<file path="config.mk">
export PLATFORM = sky130hd
export DESIGN_NAME = dt_bpsk_mod_flat
export DESIGN_NICKNAME = d
export VERILOG_FILES = /design/src/rtl/dt_mod_pkg.sv /design/src/rtl/dt_bpsk_mod_if.sv /design/src/rtl/dt_gain_ramp.sv /design/src/rtl/dt_bpsk_mod.sv /design/src/flat_wrapper.sv
export SDC_FILE = /design/constraint.sdc
export NUM_CORES = 2
export LEC_CHECK = 0
export BUFFER_PORTS_ARGS = -buffer_cell sky130_fd_sc_hd__buf_2
export CAP_MARGIN = 15
export CORE_UTILIZATION = 43
export DETAILED_ROUTE_END_ITERATION = 16
export PLACE_DENSITY = 0.7
export SKIP_CTS_REPAIR_TIMING = 1
export SLEW_MARGIN = 20
export SYNTH_ARGS = -nofsm -noshare
export SYNTH_HDL_FRONTEND = slang
export SYNTH_HIERARCHICAL = 1
export SYNTH_SLANG_ARGS = --single-unit
</file>
<file path="constraint.sdc">
create_clock -name clk -period 7.4 [get_ports clk]
set_input_delay 0.37 -clock clk [delete_from_list [all_inputs] [get_ports clk]]
set_output_delay 0.37 -clock clk [all_outputs]
set_load 0.005 [all_outputs]
</file>
<file path="src/rtl/dt_mod_pkg.sv">
// Shared definitions for the BPSK data modulator: symbol codes, gain FSM
// states, gain type and the symbol-to-target decode helper.
package dt_mod_pkg;

  // Symbol codes carried on dt32khz.
  localparam logic [1:0] SYM_POS  = 2'b11;
  localparam logic [1:0] SYM_NEG  = 2'b01;
  localparam logic [1:0] SYM_ZERO = 2'b00;
  localparam logic [1:0] SYM_BAD  = 2'b10;

  // Full-scale gain magnitude, Q1.15.
  localparam int AMP_DEFAULT = 32767;

  // Gain is signed 17-bit so that -AMP..+AMP and the ramp arithmetic fit.
  localparam int GW        = 17;
  localparam int FRAC_BITS = 15;

  typedef logic signed [GW-1:0] gain_t;

  typedef enum logic [1:0] {
    ST_IDLE   = 2'd0,
    ST_RAMP   = 2'd1,
    ST_STEADY = 2'd2
  } gain_state_e;

  // Map a symbol code to its gain target; the illegal code keeps the
  // current target so it can never start a ramp.
  function automatic gain_t decode_target(input logic [1:0] code,
                                          input gain_t      amp,
                                          input gain_t      cur);
    gain_t t;
    case (code)
      SYM_POS:  t = amp;
      SYM_NEG:  t = -amp;
      SYM_ZERO: t = '0;
      default:  t = cur;
    endcase
    return t;
  endfunction

endpackage

</file>
<file path="src/rtl/dt_bpsk_mod_if.sv">
// Sample-stream bundle between the noise-enable stage and the modulator.
// master drives the carrier/symbol/enable, slave produces the modulated pair.
interface dt_bpsk_mod_if #(
  parameter int DW = 16
);

  logic                 noise_en;
  logic [1:0]           dt32khz;
  logic [2*DW-1:0]      sin_out;
  logic signed [DW-1:0] mod_i;
  logic signed [DW-1:0] mod_q;
  logic                 mod_valid;
  logic                 sym_err;

  modport master (
    output noise_en, dt32khz, sin_out,
    input  mod_i, mod_q, mod_valid, sym_err
  );

  modport slave (
    input  noise_en, dt32khz, sin_out,
    output mod_i, mod_q, mod_valid, sym_err
  );

endinterface

</file>
<file path="src/rtl/dt_gain_ramp.sv">
// Symbol decode and gain FSM. Symbol changes move the gain toward the new
// target in 2^RAMP_LOG2 equal steps, landing exactly on the target at the
// last step. Everything advances only on noise_en samples.
module dt_gain_ramp
  import dt_mod_pkg::*;
#(
  parameter int RAMP_LOG2 = 6,
  parameter int AMP       = AMP_DEFAULT
) (
  input  logic       clk,
  input  logic       rst_sys,
  input  logic       noise_en,
  input  logic [1:0] dt32khz,
  output gain_t      g,
  output logic       s1_en,
  output logic       sym_err
);

  localparam gain_t                AMP_G    = gain_t'(AMP);
  localparam logic [RAMP_LOG2-1:0] CNT_LAST = '1;

  // One bit wider than the gain so target - g never overflows.
  typedef logic signed [GW:0] diff_t;

  gain_state_e          state, state_n;
  gain_t                g_n;
  gain_t                target, target_n;
  gain_t                dec_target;
  diff_t                step, step_n;
  diff_t                ramp_diff, ramp_step, g_sum;
  logic [RAMP_LOG2-1:0] cnt, cnt_n;
  logic                 retarget;

  // Decode the symbol and precompute the step toward it from the present gain.
  always_comb begin
    dec_target = decode_target(dt32khz, AMP_G, target);
    retarget   = (dec_target != target);
    ramp_diff  = diff_t'(dec_target) - diff_t'(g);
    ramp_step  = ramp_diff >>> RAMP_LOG2;
    g_sum      = diff_t'(g) + step;
  end

  // Gain FSM next-state: idle start, ramp stepping/retarget, steady watch.
  // NOTE: every variable gets its hold value first, so a branch that does not
  // assign it keeps the register contents rather than inferring a latch.
  always_comb begin
    state_n  = state;
    g_n      = g;
    cnt_n    = cnt;
    step_n   = step;
    target_n = target;
    if (noise_en) begin
      case (state)
        ST_IDLE: begin
          target_n = dec_target;
          step_n   = ramp_step;
          cnt_n    = '0;
          g_n      = '0;
          state_n  = ST_RAMP;
        end
        ST_RAMP: begin
          if (retarget) begin
            // Restart from wherever the gain is now; g holds this sample.
            target_n = dec_target;
            step_n   = ramp_step;
            cnt_n    = '0;
          end else if (cnt == CNT_LAST) begin
            // Snap to the target to absorb the truncation of step.
            g_n     = target;
            state_n = ST_STEADY;
          end else begin
            g_n   = g_sum[GW-1:0];
            cnt_n = cnt + RAMP_LOG2'(1);
          end
        end
        ST_STEADY: begin
          if (retarget) begin
            target_n = dec_target;
            step_n   = ramp_step;
            cnt_n    = '0;
            state_n  = ST_RAMP;
          end
        end
        default: state_n = ST_IDLE;
      endcase
    end
  end

  // Gain FSM state registers.
  // NOTE: clocked state uses non-blocking assignments so every register
  // samples pre-edge values regardless of statement order.
  always_ff @(posedge clk or posedge rst_sys) begin
    if (rst_sys) begin
      state  <= ST_IDLE;
      g      <= '0;
      cnt    <= '0;
      step   <= '0;
      target <= '0;
    end else begin
      state  <= state_n;
      g      <= g_n;
      cnt    <= cnt_n;
      step   <= step_n;
      target <= target_n;
    end
  end

  // Illegal-code flag, one cycle after the offending enabled sample.
  always_ff @(posedge clk or posedge rst_sys) begin
    if (rst_sys) begin
      sym_err <= 1'b0;
    end else begin
      sym_err <= noise_en && (dt32khz == SYM_BAD);
    end
  end

  // Stage-1 capture happens on the same edge as the gain update, so the
  // captured g is the value before that update.
  assign s1_en = noise_en;

endmodule

</file>
<file path="src/rtl/dt_bpsk_mod.sv">
// BPSK data modulator: splits the quadrature carrier, scales both channels
// by the ramped symbol gain in a 2-stage pipeline and saturates the result.
module dt_bpsk_mod
  import dt_mod_pkg::*;
#(
  parameter int DW        = 16,
  parameter int RAMP_LOG2 = 6,
  parameter int AMP       = AMP_DEFAULT
) (
  input logic            clk,
  input logic            rst_sys,
  dt_bpsk_mod_if.slave   bus
);

  localparam int PW = DW + GW;

  typedef logic signed [DW-1:0] samp_t;
  typedef logic signed [PW-1:0] prod_t;

  localparam prod_t SAT_HI = prod_t'((2 ** (DW - 1)) - 1);
  localparam prod_t SAT_LO = -SAT_HI;

  // carrier * gain, rescaled from Q1.15 with a flooring shift, clamped to
  // the symmetric range so -full-scale is never produced.
  function automatic samp_t scale_sat(input samp_t c, input gain_t gg);
    prod_t p;
    prod_t s;
    samp_t r;
    p = prod_t'(c) * prod_t'(gg);
    s = p >>> FRAC_BITS;
    if (s > SAT_HI) begin
      r = SAT_HI[DW-1:0];
    end else if (s < SAT_LO) begin
      r = SAT_LO[DW-1:0];
    end else begin
      r = s[DW-1:0];
    end
    return r;
  endfunction

  gain_t g;
  logic  s1_en;
  logic  sym_err;

  samp_t s1_i, s1_q;
  gain_t s1_g;
  logic  s1_vld;

  samp_t sat_i, sat_q;
  samp_t mod_i, mod_q;
  logic  mod_valid;

  dt_gain_ramp #(
    .RAMP_LOG2 (RAMP_LOG2),
    .AMP       (AMP)
  ) u_gain (
    .clk      (clk),
    .rst_sys  (rst_sys),
    .noise_en (bus.noise_en),
    .dt32khz  (bus.dt32khz),
    .g        (g),
    .s1_en    (s1_en),
    .sym_err  (sym_err)
  );

  // Stage 1: capture I, Q and the gain in effect for this sample.
  always_ff @(posedge clk or posedge rst_sys) begin
    if (rst_sys) begin
      s1_i   <= '0;
      s1_q   <= '0;
      s1_g   <= '0;
      s1_vld <= 1'b0;
    end else begin
      s1_vld <= s1_en;
      if (s1_en) begin
        s1_i <= bus.sin_out[2*DW-1:DW];
        s1_q <= bus.sin_out[DW-1:0];
        s1_g <= g;
      end
    end
  end

  // Stage 2 datapath: multiply, shift and saturate both channels.
  always_comb begin
    sat_i = scale_sat(s1_i, s1_g);
    sat_q = scale_sat(s1_q, s1_g);
  end

  // Stage 2: register the scaled pair; outputs hold between valid samples.
  always_ff @(posedge clk or posedge rst_sys) begin
    if (rst_sys) begin
      mod_i     <= '0;
      mod_q     <= '0;
      mod_valid <= 1'b0;
    end else begin
      mod_valid <= s1_vld;
      if (s1_vld) begin
        mod_i <= sat_i;
        mod_q <= sat_q;
      end
    end
  end

  assign bus.mod_i     = mod_i;
  assign bus.mod_q     = mod_q;
  assign bus.mod_valid = mod_valid;
  assign bus.sym_err   = sym_err;

endmodule

</file>
<file path="src/flat_wrapper.sv">
// flat-port wrapper written by rule: the top's interface ports become plain ports
module dt_bpsk_mod_flat import dt_mod_pkg::*;
#(
  parameter int DW        = 16,
  parameter int RAMP_LOG2 = 6,
  parameter int AMP       = AMP_DEFAULT
)
  (clk, rst_sys, bus_noise_en, bus_dt32khz, bus_sin_out, bus_mod_i, bus_mod_q, bus_mod_valid, bus_sym_err);
  dt_bpsk_mod_if #(.DW(DW)) bus_i ();
  input logic clk;
  input logic rst_sys;
  input wire logic [$bits(bus_i.noise_en)-1:0] bus_noise_en;
  input wire logic [$bits(bus_i.dt32khz)-1:0] bus_dt32khz;
  input wire logic [$bits(bus_i.sin_out)-1:0] bus_sin_out;
  output wire logic [$bits(bus_i.mod_i)-1:0] bus_mod_i;
  output wire logic [$bits(bus_i.mod_q)-1:0] bus_mod_q;
  output wire logic [$bits(bus_i.mod_valid)-1:0] bus_mod_valid;
  output wire logic [$bits(bus_i.sym_err)-1:0] bus_sym_err;
  assign bus_i.noise_en = bus_noise_en;
  assign bus_i.dt32khz = bus_dt32khz;
  assign bus_i.sin_out = bus_sin_out;
  assign bus_mod_i = bus_i.mod_i;
  assign bus_mod_q = bus_i.mod_q;
  assign bus_mod_valid = bus_i.mod_valid;
  assign bus_sym_err = bus_i.sym_err;
  dt_bpsk_mod #(.DW(DW), .RAMP_LOG2(RAMP_LOG2), .AMP(AMP)) u_core (.clk(clk), .rst_sys(rst_sys), .bus(bus_i));
endmodule
</file>
==> results_dict.tcl <==
set metrics [dict create \
    syn_nets 3768 \
    globalplace.congestion 0.890 \
    r2r_start "u_core/s1_q[5]" \
    cp.arrival_ns 7.57 \
    die-area_mm2 0.0664 \
    max-clock-path-buffers 2 \
    setup_viol 0 \
    worst_ep_required_time_ns 7.82 \
    rsz0062_at_grt "no" \
    layout_common_cells "inv_1, fa_1, nand2_1, and2_1, ha_1" \
    final_common_cell "inv_1" \
    num_antenna_cells 0 \
    vias_per_cell 5.27 \
    cp-start-kind "register" \
    fin_nets 3836 \
    core_area_mm2 0.0645 \
    synth_edf_count 0 \
    routedWlPerCell_um 16.8 \
    detail_route.first_pass.iterations 5 \
    htree_levels 4 \
    ios 71 \
    design_area_mm2 0.0307 \
    synth_cell_types 91 \
    io_buffers 70 \
    place_area_mm2 0.0298 \
    dpl.hpwl_mm 53.0 \
    placementRows 93 \
    fin_crit_sh_pct 96.6 \
    grt_pass1_wl_mm 111 \
    drc_errors 0 \
    first_global_vias 21800 \
    grt_max_degree 59 \
    clk_latency_ns 0.49 \
    synth.avg_cell_area_um2 9.43 \
    antenna_found_initial 0 \
    fp.dieH_um 258 \
    vias 20700 \
    cp_max_fo 9 \
    yosys_warnings 6 \
    drtAntennaViolNets 0 \
    grt_usage_pct 21.0 \
    wirelength_mm 65.9 \
    worst-slew-pin-transition_ns 1.01 \
    ys_ff_latch 138 \
    start_util_pct 43.6 \
    status "complete, no violations" \
    maxCapViolCount 0 \
    fp.dieW_um 258 \
    hold_violations 0 \
    synthArstFlopShare_pct 100 \
    cts_tree "done" \
    skew_ns 0.0135 \
    cts_buffers 17 \
    maxSlewHeadroom_pct 32.6 \
    post-route-min-period_ns 7.15 \
    clock_sinks 138 \
    syn_to_final_growth_pct 9.30 \
    clk_pin_slew_ns 0.07 \
    layout-drive-gt1-share_pct 12.0 \
    clock-root-buffer "clkbuf_16" \
    drt_iter0_markers 1283 \
    end_kind "register" \
    slew_viol_final 0 \
    cp-startpoint "u_core/s1_q[5]" \
    yosysSeqAreaShare_pct 12.3 \
    fmax_mhz 140 \
    grt_overflow 0 \
    worstHoldStart "bus_sin_out[16]" \
    hold_class "in -> reg" \
    syn-cell-area_mm2 0.0281 \
    path_class "reg -> reg" \
    ys.flop_type "dfrtp_1" \
    netlist_instances 2981 \
]
-- state kept, by name, summed over array words and instances (netlist names) --
signal	cells
u_core/bus.mod_valid	1
u_core/u_gain/target	17
u_core/s1_i	16
u_core/bus.mod_q	16
u_core/u_gain/cnt	6
u_core/s1_g	17
u_core/u_gain/step	12
u_core/s1_q	16
u_core/bus.mod_i	16
u_core/u_gain/sym_err	1
u_core/s1_vld	1
u_core/u_gain/g	17
u_core/u_gain/state	2
-- stage by stage --
step | TNS [ns] | hold WS, ns | util, % | instances | worst slack [ns]
after floorplan | 0 | 0.405 | - | 2981 | 0.182
after global placement | -0.267 | 0.392 | 46.3 | 3873 | -0.0340
after detailed placement | -2.68 | 0.391 | 46.3 | 3873 | -0.172
after CTS | -3.99 | -0.132 | 47.2 | 3905 | -0.221
after global routing | 0 | 0.114 | 47.7 | 3917 | 0.000471
final | 0 | 0.123 | 47.7 | 3917 | 0.248
-- layer usage --
layer  vias to the layer above  wire [µm]  global-route usage [%]
met5                         -          0                       0
met4                         0       1550                    6.69
met3                        92       3710                    2.88
met2                       617      32100                    34.5
met1                     10600      28500                    28.7
li1                       9342          -                       -
-- layout make-up --
type	instances	area [µm²]
Timing Repair Buffer	184	1350
Multi-Input combinational cell	2058	21800
Clock buffer	18	429
Sequential cell	138	3470
Clock inverter	14	151
Tap cell	855	1070
Fill cell	6101	33700
Inverter	650	2450
-- critical path, stage by stage, from the launching register on --
cell and delay [ns]:
dfrtp_2 0.44, buf_4 0.18, buf_4 0.15, and2_1 0.15, fa_1 0.50, inv_1 0.05, fa_1 0.39, fa_1 0.46
fa_1 0.50, inv_1 0.06, fa_1 0.55, fa_1 0.42, ha_1 0.43, nand4_4 0.14, a2111oi_4 0.35, a21boi_2 0.14
a311o_2 0.43, and2_4 0.19, xnor2_2 0.16, or4b_4 0.50, nor4_4 0.16, buf_4 0.16, a2111oi_0 0.09, o41ai_1 0.34
a31o_1 0.14
-- Yosys cell counts (6+ instances only) --
cell type / n / area [µm²]
inv_1: 650 / 2440
fa_1: 551 / 11000
nand2_1: 334 / 1250
and2_1: 267 / 1670
ha_1: 199 / 2490
dfrtp_1: 138 / 3450
clkbuf_1: 113 / 424
nor2_1: 79 / 297
a21oi_1: 59 / 295
o21ai_0: 52 / 260
mux2_2: 51 / 574
xnor2_1: 43 / 377
a21o_1: 34 / 255
o21a_1: 29 / 218
nor3_1: 28 / 140
a211oi_1: 24 / 180
nand3_1: 22 / 110
xor2_1: 22 / 193
nand4_1: 19 / 119
and3_1: 16 / 100
nand2b_1: 15 / 93.8
o31ai_1: 15 / 113
a22o_1: 12 / 105
a211oi_2: 11 / 138
a31oi_1: 11 / 68.8
mux2_4: 10 / 150
o221a_2: 10 / 113
a211o_1: 9 / 78.8
nor2b_1: 9 / 56.3
o21bai_1: 8 / 60.1
buf_2: 7 / 35.0
o21ai_1: 7 / 35.0
buf_6: 6 / 67.6
nor4_1: 6 / 37.5
-- final timing paths --
kind | endpoint | slack, ns | cells after the start
worst max-delay path | u_core/bus.mod_q[0] | 0.25 | 24
worst min-delay path | u_core/s1_i[0] | 0.12 | 2
worst max register to register | u_core/bus.mod_q[0] | 0.25 | 24
worst min register to register | u_core/u_gain/step[7] | 0.50 | 2
max in group asynchronous | u_core/s1_g[11] | 5.63 | 4
min in group asynchronous | u_core/s1_q[14] | 0.43 | 3
-- kinds of logic (layout without fill, tap and decap cells) --
family,after synthesis,in the layout,synth area share [%]
and+or+nand+nor,828,828,14.8
buffers and inverters,785,866,10.8
adders and majority gates,750,750,48.1
AOI/OAI and AO/OA,349,349,9.16
DFF,138,138,12.3
xor gates and xnor gates,66,66,2.08
muxes,65,65,2.74
Power is left out: the tool's default activity adds up to more than one toggle a clock period on the data nets, which glitch-free logic cannot reach.
